--- src/rtl/lmsm_sequencer_if.sv ---
// Bus between the LM/SM instruction issue logic and the sequencer.
// Handshake: start is a one-cycle request accepted only while busy=0 and done=0;
// hold=1 means memory is not ready and freezes the transfer on that edge.
interface lmsm_sequencer_if;
  logic        start;
  logic        is_lm;
  logic [7:0]  mask;
  logic [15:0] base_addr;
  logic        hold;
  logic [2:0]  reg_addr;
  logic        rf_write_n;
  logic [15:0] mem_addr;
  logic        mem_re;
  logic        mem_we;
  logic        busy;
  logic        done;
  logic [3:0]  xfer_count;
  logic [1:0]  state;

  modport master (
    output start, is_lm, mask, base_addr, hold,
    input  reg_addr, rf_write_n, mem_addr, mem_re, mem_we, busy, done, xfer_count, state
  );

  modport slave (
    input  start, is_lm, mask, base_addr, hold,
    output reg_addr, rf_write_n, mem_addr, mem_re, mem_we, busy, done, xfer_count, state
  );
endinterface

--- src/rtl/lmsm_sequencer.sv ---
// Load/store-multiple sequencer: walks the set bits of a register mask lowest
// first, issuing one register/memory transfer per bit.
module lmsm_sequencer (
  input  logic              clk,
  input  logic              reset,
  lmsm_sequencer_if.slave   bus
);

  typedef enum logic [1:0] {
    IDLE = 2'd0,
    RUN  = 2'd1,
    DONE = 2'd2
  } state_t;

  state_t      state_q, state_d;
  logic [7:0]  rem_mask;
  logic [15:0] cur_addr;
  logic        mode;
  logic [3:0]  count;
  logic [2:0]  last_reg;
  logic [15:0] last_mem;
  logic [2:0]  low_idx;
  logic [7:0]  rem_next;
  logic        complete;

  // Priority encoder: bit 0 wins.
  always_comb begin
    low_idx = '0;
    for (int i = 7; i >= 0; i--) begin
      if (rem_mask[i]) low_idx = 3'(i);
    end
  end

  assign rem_next = rem_mask & ~(8'd1 << low_idx);
  assign complete = (state_q == RUN) && !bus.hold;

  always_comb begin
    state_d = state_q;
    case (state_q)
      IDLE: if (bus.start) state_d = (bus.mask != 8'd0) ? RUN : DONE;
      RUN:  if (complete && rem_next == 8'd0) state_d = DONE;
      DONE: state_d = IDLE;
      default: state_d = IDLE;
    endcase
  end

  always_ff @(posedge clk) begin
    if (!reset) begin
      state_q  <= IDLE;
      rem_mask <= '0;
      cur_addr <= '0;
      mode     <= 1'b0;
      count    <= '0;
      last_reg <= '0;
      last_mem <= '0;
    end else begin
      state_q <= state_d;
      if (state_q == IDLE && bus.start) begin
        rem_mask <= bus.mask;
        cur_addr <= bus.base_addr;
        mode     <= bus.is_lm;
        count    <= '0;
      end
      // Snapshot the live addresses so they persist once RUN is left.
      if (state_q == RUN) begin
        last_reg <= low_idx;
        last_mem <= cur_addr;
      end
      if (complete) begin
        rem_mask <= rem_next;
        cur_addr <= cur_addr + 16'd1;
        count    <= count + 4'd1;
      end
    end
  end

  always_comb begin
    bus.reg_addr   = last_reg;
    bus.mem_addr   = last_mem;
    bus.rf_write_n = 1'b1;
    bus.mem_re     = 1'b0;
    bus.mem_we     = 1'b0;
    bus.busy       = 1'b0;
    bus.done       = 1'b0;
    bus.xfer_count = count;
    bus.state      = state_q;
    case (state_q)
      RUN: begin
        bus.busy     = 1'b1;
        bus.reg_addr = low_idx;
        bus.mem_addr = cur_addr;
        if (mode) begin
          bus.mem_re     = 1'b1;
          bus.rf_write_n = bus.hold;
        end else begin
          bus.mem_we = 1'b1;
        end
      end
      DONE:    bus.done = 1'b1;
      default: ;
    endcase
  end

endmodule
--- src/flat_wrapper.sv ---
// flat-port wrapper written by rule: the top's interface ports become plain ports
module lmsm_sequencer_flat 
  (clk, reset, bus_start, bus_is_lm, bus_mask, bus_base_addr, bus_hold, bus_reg_addr, bus_rf_write_n, bus_mem_addr, bus_mem_re, bus_mem_we, bus_busy, bus_done, bus_xfer_count, bus_state);
  lmsm_sequencer_if bus_i ();
  input  logic clk;
  input  logic reset;
  input wire logic [$bits(bus_i.start)-1:0] bus_start;
  input wire logic [$bits(bus_i.is_lm)-1:0] bus_is_lm;
  input wire logic [$bits(bus_i.mask)-1:0] bus_mask;
  input wire logic [$bits(bus_i.base_addr)-1:0] bus_base_addr;
  input wire logic [$bits(bus_i.hold)-1:0] bus_hold;
  output wire logic [$bits(bus_i.reg_addr)-1:0] bus_reg_addr;
  output wire logic [$bits(bus_i.rf_write_n)-1:0] bus_rf_write_n;
  output wire logic [$bits(bus_i.mem_addr)-1:0] bus_mem_addr;
  output wire logic [$bits(bus_i.mem_re)-1:0] bus_mem_re;
  output wire logic [$bits(bus_i.mem_we)-1:0] bus_mem_we;
  output wire logic [$bits(bus_i.busy)-1:0] bus_busy;
  output wire logic [$bits(bus_i.done)-1:0] bus_done;
  output wire logic [$bits(bus_i.xfer_count)-1:0] bus_xfer_count;
  output wire logic [$bits(bus_i.state)-1:0] bus_state;
  assign bus_i.start = bus_start;
  assign bus_i.is_lm = bus_is_lm;
  assign bus_i.mask = bus_mask;
  assign bus_i.base_addr = bus_base_addr;
  assign bus_i.hold = bus_hold;
  assign bus_reg_addr = bus_i.reg_addr;
  assign bus_rf_write_n = bus_i.rf_write_n;
  assign bus_mem_addr = bus_i.mem_addr;
  assign bus_mem_re = bus_i.mem_re;
  assign bus_mem_we = bus_i.mem_we;
  assign bus_busy = bus_i.busy;
  assign bus_done = bus_i.done;
  assign bus_xfer_count = bus_i.xfer_count;
  assign bus_state = bus_i.state;
  lmsm_sequencer u_core (.clk(clk), .reset(reset), .bus(bus_i));
endmodule
--- config.mk ---
export PLATFORM = sky130hd
export DESIGN_NAME = lmsm_sequencer_flat
export DESIGN_NICKNAME = d
export VERILOG_FILES = /design/src/rtl/lmsm_sequencer_if.sv /design/src/rtl/lmsm_sequencer.sv /design/src/flat_wrapper.sv
export SDC_FILE = /design/constraint.sdc
export NUM_CORES = 1
export LEC_CHECK = 0
export BUFFER_PORTS_ARGS = -buffer_cell sky130_fd_sc_hd__buf_4
export CORE_ASPECT_RATIO = 0.5
export CORE_MARGIN = 2
export CORE_UTILIZATION = 44
export DETAILED_ROUTE_END_ITERATION = 7
export MAX_ROUTING_LAYER = met4
export PLACE_DENSITY = 0.68
export SYNTH_ARGS = -nofsm -noshare
export SYNTH_HDL_FRONTEND = slang
export SYNTH_SLANG_ARGS = --single-unit
--- constraint.sdc ---
create_clock -name clk -period 3.9 [get_ports clk]
set_input_delay 0.78 -clock clk [delete_from_list [all_inputs] [get_ports clk]]
set_output_delay 0.78 -clock clk [all_outputs]
set_load 0.1 [all_outputs]
==> results of run 1 <==
==> layout make-up <==
cell class,instances,share of cell area [%]
multi-input cells,232,44.02
inverters,6,0.7611
repair buffers,60,15.22
clock inverters,1,0.1691
well taps,73,3.087
clock buffers,7,2.918
flip-flops and latches,50,33.83
==> worst register-to-register path: stages, from the launching register on <==
cell and delay, ns:
dfxtp_1 0.45, or3b_1 0.69, or3_1 0.61, o311ai_1 0.29, a21oi_1 0.10
==> worst paths after layout <==
kind	start	to	slack, ns	depth (start not counted)
worst max register to register	u_core.bus.state[0]$_SDFFE_PN0P_	u_core.cur_addr[13]$_SDFFE_PN0P_	1.62	4
worst max-delay path	u_core.bus.state[1]$_SDFFE_PN0P_	bus_mem_re	0.66	4
worst min-delay path	u_core.last_reg[0]$_SDFF_PN0_	u_core.last_reg[0]$_SDFF_PN0_	0.48	2
worst min register to register	u_core.last_reg[0]$_SDFF_PN0_	u_core.last_reg[0]$_SDFF_PN0_	0.48	2
==> power breakdown <==
part | switching (uW) | leakage (uW) | internal (uW)
logic | 340 | 0.000780 | 123
clock network | 169 | 0.0000482 | 143
registers | 45.7 | 0.000408 | 549
total | 554 | 0.00124 | 815
==> stage by stage <==
| step | worst slack (ns) | hold slack [ns] | total power (uW) | setup TNS, ns | instances |
|---|---|---|---|---|---|
| finish | 0.6555 | 0.4827 | 1369 | 0 | 429 |
| detailed placement | 0.9685 | 0.4642 | 1068 | 0 | 421 |
| global route | 0.4389 | 0.5225 | 1442 | 0 | 429 |
| CTS | 0.6320 | 0.4871 | 1381 | 0 | 429 |
| floorplan | -0.4817 | 0.4406 | 967.2 | -1.219 | 310 |
| global placement | 1.075 | 0.4539 | 1061 | 0 | 421 |
==> cells in the mapped netlist, types with 2 or more instances <==
cell,n
nand2_1,69
dfxtp_1,50
a211oi_1,5
a311oi_1,5
a31oi_1,5
inv_1,4
a22oi_1,7
clkinv_1,2
and2_1,19
nor3b_2,2
nand3_1,10
maj3_1,2
o21ai_0,15
buf_4,3
o31ai_1,2
buf_6,3
buf_2,5
nand4_1,4
clkbuf_1,8
o41ai_1,2
o211ai_1,2
nor3_1,9
ha_1,2
or3_1,2
nor2_1,28
buf_1,3
nor4_1,3
a21oi_1,15
==> logic make-up after synthesis <==
kind of cell               Yosys count  share of synthesized area (%)
xor gates and xnor gates             1                         0.3603
buffers and inverters               28                          5.970
adders and majority gates            4                          1.853
and+or+nand+nor                    156                          30.98
AOI/OAI and AO/OA                   71                          19.66
DFF                                 50                          41.17
==> metal layers <==
metal | share of wire [%] | track usage (%) | vias up
li1 | - | - | 1182
met5 | 0 | - | -
met2 | 47 | 34.25 | 56
met4 | 0.60 | 5.311 | 0
met1 | 47 | 27.18 | 1123
met3 | 5.6 | 4.646 | 7
==> key figures, run 1 <==
Clock tree
  • Clock Pin Slew Worst Setup and Hold Paths: 0.09 ns
  • Hold-fix buffer count after cts: 0
  • Post-CTS setup buffers: 0
  • CTS Buf Count: 5
  • Clk buf depth: 2
  • CTS tree: yes
  • Worst-skew pair later-pin latency: 0.30 ns
  • Clock Sinks: 50
  • Post-CTS sizing: 0
  • H-Tree Depth: 2
  • Clock Tree Root: clkbuf_8

Detailed routing
  • TritonRoute pass-1 iters: 4
  • Antenna-violating nets left: 0
  • DRC Markers: 0
  • WL/cell: 14.01 um
  • Iter 0 DRT Violations: 119
  • Drt total wl: 6011 um
  • Via Count: 2,368
  • Vias/cell: 5.520

Finish
  • # fillers: 502
  • Post-Route Utilization: 54.83%
  • Count of antenna diodes in the layout: 0
  • Layout cell share with drive strength beyond 1: 22.19%
  • Biggest regs: u_core.cur_addr (16), u_core.last_mem (16), u_core.rem_mask (8)
  • Multi-input gate area: 1303 um^2
  • Most frequent cells in the layout: 69 x nand2_1, 60 x buf_4, 50 x dfxtp_1
  • Most common cell after layout, fill and taps aside: nand2_1
  • Storage cell area: 1001 um^2
  • Area Growth Syn to Fin: 21.72%
  • Fin area: 2959 um^2
  • # nets final: 386

Yosys
  • Distinct cells, synth: 52
  • Synthesized cell area: 2431 um^2
  • Mapped Nets: 341
  • Main area contributors after synthesis: dfxtp_1 41%, nand2_1 11%, and2_1 4.9%
  • Synth top area share: 41.17%
  • Cells after Synth: 310
  • Syn_area_per_cell: 7.842 um^2
  • Biggest area consumer among synthesized cells: dfxtp_1
  • Post-synthesis register bit count: 50
  • Sequential share of the synthesized area: 41.17%
  • Main flop type after synthesis: dfxtp_1
  • Fraction of registers with async set or reset after synthesis: 0%
  • Synth warnings: 0
  • EDFF count, synth: 0

Timing
  • Final Hold Fails: 0
  • RSZ-0062 raised after global routing: false
  • Minimum clock period: 3.245 ns
  • Worst Tran Pin Value: 0.8010 ns
  • Slew Limit Fails: 0
  • Worst rel slew slack: 46.27%
  • Clock Skews: 0.009445 ns
  • Final setup vio count: 0
  • Tcrit/Tclk final: 83.19%
  • Fmax: 0.3082 GHz

GRT
  • Total track usage: 21.22%
  • Antenna violations before repair: 0
  • Largest net degree at the start of global routing: 28
  • First-pass GRT wire length: 10,060 um
  • Grt total ovfl: 0
  • Number of global-route vias before repair: 2,256

Placement
  • Post-DP Area: 2868 um^2
  • Port Buffers: 58
  • GP Congestion: 0.8503
  • DP HPWL: 4183 um

Worst setup path
  • CP peak stage delay: 0.57 ns
  • Critical path class: reg2out
  • CP arrival: 2.46 ns
  • CP max stage cell: clkinv_1
  • Crit-path max FO: 17
  • Critical path cell sequence: or2b_1 > clkinv_1 > and2_1 > buf_4
  • Crit. End Element: output port
  • Worst Path Buf+Inv: 2
  • Critical path required time: 3.12 ns
  • Startpoint Class: flop
  • CP top delay family: simple AND/OR/NAND/NOR gates

Power and ir drop
  • Leak: 0.001237 uW
  • PwrDens: 462.8 nW/um^2
  • VDD IR max: 205.6 uV

Worst hold path
  • Hold WC Path Type: reg2reg

Job
  • Maxcap violations: 0

Floorplan
  • Core area: 5396 um^2
  • Die width: 109.1 um
  • Die Y: 56.56 um
  • Starting Density: 45.05%
  • # rows: 19
  • Full die area: 6172 um^2
  • Num ports: 59

Status
  • Status: finished clean
No activity file was read; power rests on OpenSTA's default activity.
==> run 2, diff against run 1 <==
==> constraint.sdc (replaced) <==
create_clock -name clk -period 3.2 [get_ports clk]
set_input_delay 0.64 -clock clk [delete_from_list [all_inputs] [get_ports clk]]
set_output_delay 0.64 -clock clk [all_outputs]
set_load 0.1 [all_outputs]
==> key figures, run 2 (same netlist as run 1, synthesis figures left out) <==
Status
  • Status: finished clean

Power and ir drop
  • PwrDens: 577.3 nW/um^2
  • Leak: 0.001264 uW
  • VDD IR max: 320.2 uV

Placement
  • Port Buffers: 58
  • GP Congestion: 0.8506
  • DP HPWL: 4453 um
  • Post-DP Area: 2932 um^2

Worst setup path
  • CP arrival: 2.30 ns
  • Crit Reg-Reg Endpoint: u_core.bus.state[0]$_SDFFE_PN0P_
  • Startpoint Class: flop
  • Critical path required time: 2.56 ns
  • FF-to-FF path depth: 5
  • RR Startpoint: u_core.rem_mask[0]$_SDFFE_PN0P_
  • Critical path class: reg2out
  • Slack of the worst reg-to-reg path: 1.19 ns
  • Crit-path max FO: 17
  • Crit. End Element: output port

Clock tree
  • Worst-skew pair later-pin latency: 0.30 ns
  • H-Tree Depth: 2
  • Clk buf depth: 2
  • Clock Pin Slew Worst Setup and Hold Paths: 0.09 ns
  • Clock Tree Root: clkbuf_8
  • Post-CTS setup buffers: 0
  • Post-CTS sizing: 0
  • CTS Buf Count: 5
  • CTS tree: yes
  • Clock Sinks: 50
  • Hold-fix buffer count after cts: 0

GRT
  • Antenna violations before repair: 0
  • Grt total ovfl: 0
  • Total track usage: 22.38%
  • Largest net degree at the start of global routing: 28
  • Number of global-route vias before repair: 2,258
  • First-pass GRT wire length: 10,500 um

Finish
  • Multi-input gate area: 1334 um^2
  • # nets final: 390
  • Fin area: 3038 um^2
  • Most common cell after layout, fill and taps aside: nand2_1
  • Biggest regs: u_core.cur_addr (16), u_core.last_mem (16), u_core.rem_mask (8)
  • Count of antenna diodes in the layout: 0
  • # fillers: 555
  • Post-Route Utilization: 56.29%
  • Area Growth Syn to Fin: 24.96%
  • Most frequent cells in the layout: 69 x nand2_1, 64 x buf_4, 48 x dfxtp_1
  • Layout cell share with drive strength beyond 1: 23.61%
  • Storage cell area: 1003 um^2

Floorplan
  • Die Y: 56.56 um
  • Die width: 109.1 um
  • Num ports: 59
  • Starting Density: 45.05%
  • # rows: 19
  • Full die area: 6172 um^2
  • Core area: 5396 um^2

Timing
  • Worst rel slew slack: 59.08%
  • Final setup vio count: 0
  • Clock Skews: 0.008891 ns
  • RSZ-0062 raised after global routing: false
  • Final Hold Fails: 0
  • Minimum clock period: 2.935 ns
  • Slew Limit Fails: 0
  • Tcrit/Tclk final: 91.72%
  • Post-Route Setup TNS: 0 ns
  • Worst Tran Pin Value: 0.6082 ns
  • Hold Slack: 0.4808 ns
  • Fmax: 0.3407 GHz

Detailed routing
  • WL/cell: 14.41 um
  • TritonRoute pass-1 iters: 4
  • Iter 0 DRT Violations: 76
  • Vias/cell: 5.485
  • Antenna-violating nets left: 0
  • DRC Markers: 0
  • Drt total wl: 6240 um
  • Via Count: 2,375

Worst hold path
  • Worst Hold Path EP: u_core.last_reg[0]$_SDFF_PN0_
  • Hold Path Origin: u_core.last_reg[0]$_SDFF_PN0_
  • Hold path depth: 2
  • Hold WC Path Type: reg2reg

Job
  • Maxcap violations: 0
==> run 2: cell count changes in the layout (fill, tap and decap cells not counted), sizes merged <==
cell / delta
buf: +4
bufinv: +1
clkinv: -1
==> run 2: power by group <==
group	total [uW]	leakage [uW]	internal, uW	switching (uW)
clock	440	0.0000524	234	206
sequential	726	0.000409	669	56.7
combinational	587	0.000802	160	427
==> run 2: cell type report <==
type	instances	area share, %
clock buffer	7	2.512
clock inverter	1	0.9885
inverter	6	0.7414
multi-input combinational	232	43.90
sequential	50	33.03
tap	73	3.007
timing repair buffer	64	15.82
==> run 2: worst max-delay path by stage <==
stage,startpoint,endpoint,slack (ns)
after floorplan,u_core.bus.state[0]$_SDFFE_PN0P_,bus_mem_addr[11],0.05
after global placement,u_core.bus.state[1]$_SDFFE_PN0P_,bus_mem_re,0.67
after detailed placement,u_core.bus.state[1]$_SDFFE_PN0P_,bus_mem_re,0.61
after CTS,u_core.bus.state[1]$_SDFFE_PN0P_,bus_mem_re,0.27
after global routing,u_core.bus.state[1]$_SDFFE_PN0P_,bus_mem_addr[8],0.10
final,u_core.bus.state[1]$_SDFFE_PN0P_,bus_mem_re,0.26
==> run 2: stage by stage <==
| step | power [uW] | std cells | worst slack (ns) |
|---|---|---|---|
| after floorplan | 1193 | 310 | 0.04565 |
| after global placement | 1318 | 425 | 0.6675 |
| after detailed placement | 1327 | 425 | 0.6079 |
| after CTS | 1764 | 433 | 0.2727 |
| after global routing | 1842 | 433 | 0.1039 |
| final | 1754 | 433 | 0.2650 |
==> run 2: metal layers <==
layer,share of wire (%),global-route usage [%],vias to the layer above
met2,45,35.23,48
met3,4.3,5.343,5
met4,0.88,5.311,0
li1,-,-,1190
met1,49,29.21,1132
met5,0,-,-
==> run 2: critical path, stage by stage (launching register included) <==
cell and delay (ns):
dfxtp_2 0.43, or2b_1 0.42, clkinv_1 0.56, and2_1 0.36, buf_4 0.23
==> run 3, diff against run 2 <==
--- a/config.mk
+++ b/config.mk
@@ -10,6 +10,7 @@
 export CORE_MARGIN = 2
 export CORE_UTILIZATION = 44
 export DETAILED_ROUTE_END_ITERATION = 7
+export GPL_TIMING_DRIVEN = 0
 export MAX_ROUTING_LAYER = met4
 export PLACE_DENSITY = 0.68
 export SYNTH_ARGS = -nofsm -noshare
==> constraint.sdc (replaced) <==
create_clock -name clk -period 3.2 [get_ports clk]
set_input_delay 0 -clock clk [delete_from_list [all_inputs] [get_ports clk]]
set_output_delay 0 -clock clk [all_outputs]
set_load 0.1 [all_outputs]
==> key figures, run 3 (same netlist as run 1, synthesis figures left out) <==
Status
  • Status: finished clean

Detailed routing
  • TritonRoute pass-1 iters: 4
  • WL/cell: 14.51 um
  • DRC Markers: 0
  • Via Count: 2,540
  • Vias/cell: 5.451
  • Iter 0 DRT Violations: 115
  • Drt total wl: 6763 um
  • Antenna-violating nets left: 0

GRT
  • Antenna violations before repair: 0
  • Grt total ovfl: 0
  • Total track usage: 23.78%
  • First-pass GRT wire length: 11,100 um
  • Number of global-route vias before repair: 2,455
  • Largest net degree at the start of global routing: 14

Job
  • Maxcap violations: 0

Worst hold path
  • Hold WC Path Type: in2reg
  • Hold Path Origin: reset

Worst setup path
  • CP top delay family: buffers and inverters
  • Startpoint Class: flop
  • Critical Path Start: u_core.bus.state[1]$_SDFFE_PN0P_
  • Crit-path max FO: 10
  • Crit. End Element: output port
  • Worst Path Buf+Inv: 3
  • RR Startpoint: u_core.bus.state[0]$_SDFFE_PN0P_
  • CP max stage cell: dfxtp_1
  • Critical path cell sequence: or2b_1 > buf_2 > buf_1 > nand2_1 > o31ai_2 > buf_4
  • Critical path required time: 3.20 ns
  • CP peak stage delay: 0.50 ns
  • Critical path class: reg2out
  • CP arrival: 2.25 ns

Floorplan
  • Num ports: 59
  • Starting Density: 45.05%
  • Die width: 109.1 um
  • Core area: 5396 um^2
  • # rows: 19
  • Die Y: 56.56 um
  • Full die area: 6172 um^2

Power and ir drop
  • VDD IR max: 284.9 uV
  • Cell Int Power: 999.7 uW
  • Leak: 0.001357 uW
  • Gate power share: 37.2%
  • PwrDens: 520.2 nW/um^2
  • Seq pwr share: 42.3%
  • Total Power: 1682 uW
  • P_sw: 682.7 uW
  • Net Sw Frac: 40.58%
  • Clk network pwr share: 20.5%

Clock tree
  • CTS Buf Count: 5
  • Worst-skew pair later-pin latency: 0.30 ns
  • Post-CTS sizing: 0
  • H-Tree Depth: 2
  • Clock Sinks: 50
  • Clk buf depth: 2
  • Clock Pin Slew Worst Setup and Hold Paths: 0.09 ns
  • CTS tree: yes
  • Clock Tree Root: clkbuf_8

Finish
  • Most frequent cells in the layout: 69 x nand2_1, 60 x buf_4, 50 x dfxtp_1
  • Count of antenna diodes in the layout: 0
  • Fin area: 3234 um^2
  • Biggest regs: u_core.cur_addr (16), u_core.last_mem (16), u_core.rem_mask (8)
  • Layout cell share with drive strength beyond 1: 21.63%
  • # nets final: 424
  • Area Growth Syn to Fin: 33.04%
  • Most common cell after layout, fill and taps aside: nand2_1

Timing
  • Minimum clock period: 2.250 ns
  • RSZ-0062 raised after global routing: false
  • Final Hold Fails: 0
  • Worst Tran Pin Value: 0.7171 ns
  • Final setup vio count: 0
  • Clock Skews: 0.008208 ns
  • Worst rel slew slack: 51.98%
  • Slew Limit Fails: 0
  • Fmax: 0.4445 GHz
  • Tcrit/Tclk final: 70.30%

Placement
  • GP Congestion: 0.8635
  • Port Buffers: 57
  • Post-DP Area: 2968 um^2
  • DP HPWL: 4901 um
==> run 3: cell types whose count changed in the layout (fill, tap and decap cells not counted), moves of 3 or more <==
cell | before | now
buf_1 | 0 | 3
buf_2 | 0 | 5
buf_4 | 64 | 60
buf_6 | 0 | 3
clkbuf_1 | 2 | 10
dlygate4sd3_1 | 0 | 19
==> run 3: power groups by stage <==
stage          Combinational (uW)  Clock [uW]  Sequential, uW
2_1_floorplan                 436           0             742
3_3_place_gp                  598           0             722
3_5_place_dp                  606           0             725
4_1_cts                       625         359             710
5_1_grt                       664         382             719
6_report                      626         345             712
==> run 3: cell type report <==
class,count,area [um^2]
Multi-Input combinational cell,232,1303
Buffer,22,122.6
Timing Repair Buffer,76,618.1
Sequential cell,50,1001
Tap cell,73,91.34
Clock buffer,7,76.32
Fill cell,499,2162
Inverter,6,22.52
==> run 3: final timing paths <==
kind / end / slack [ns] / cells after the start
worst min-delay path: u_core.cur_addr[3]$_SDFFE_PN0P_ / 0.02 / 3
worst max register to register: u_core.cur_addr[2]$_SDFFE_PN0P_ / 1.26 / 5
worst max-delay path: bus_reg_addr[0] / 0.95 / 6
worst min register to register: u_core.last_reg[0]$_SDFF_PN0_ / 0.49 / 2
==> run 3: worst min-delay path: cells and delay by family <==
family / cells / cell delay [ns]
AO/OA/AOI/OAI: 1 / 0.08
buffers and inverters: 1 / 0.15
AND/OR/NAND/NOR: 1 / 0.05
==> run 3: timing repair <==
| item | CTS | global route |
|---|---|---|
| hold endpoints to repair | 19 | 0 |
| hold buffers | 19 | 0 |
| buffers inserted | 0 | 0 |
==> run 3: per-stage QoR <==
step                instances  utilization, %  setup TNS [ns]  setup WS [ns]  hold WS (ns)
floorplan                 310               -          -2.770        -0.7644        0.1318
global placement          440           55.00               0          1.344        0.2515
detailed placement        440           55.00               0          1.302        0.2630
CTS                       466           59.94               0         0.9883      0.004364
global route              466           59.94               0         0.8081       0.01477
finish                    466           59.94               0         0.9504       0.01547
==> run 3: per-layer routing <==
layer  track usage, %  wire, um
met1            30.65      3161
met2            37.98      3203
met3            4.297       322
met4            7.692        76
met5                -         0
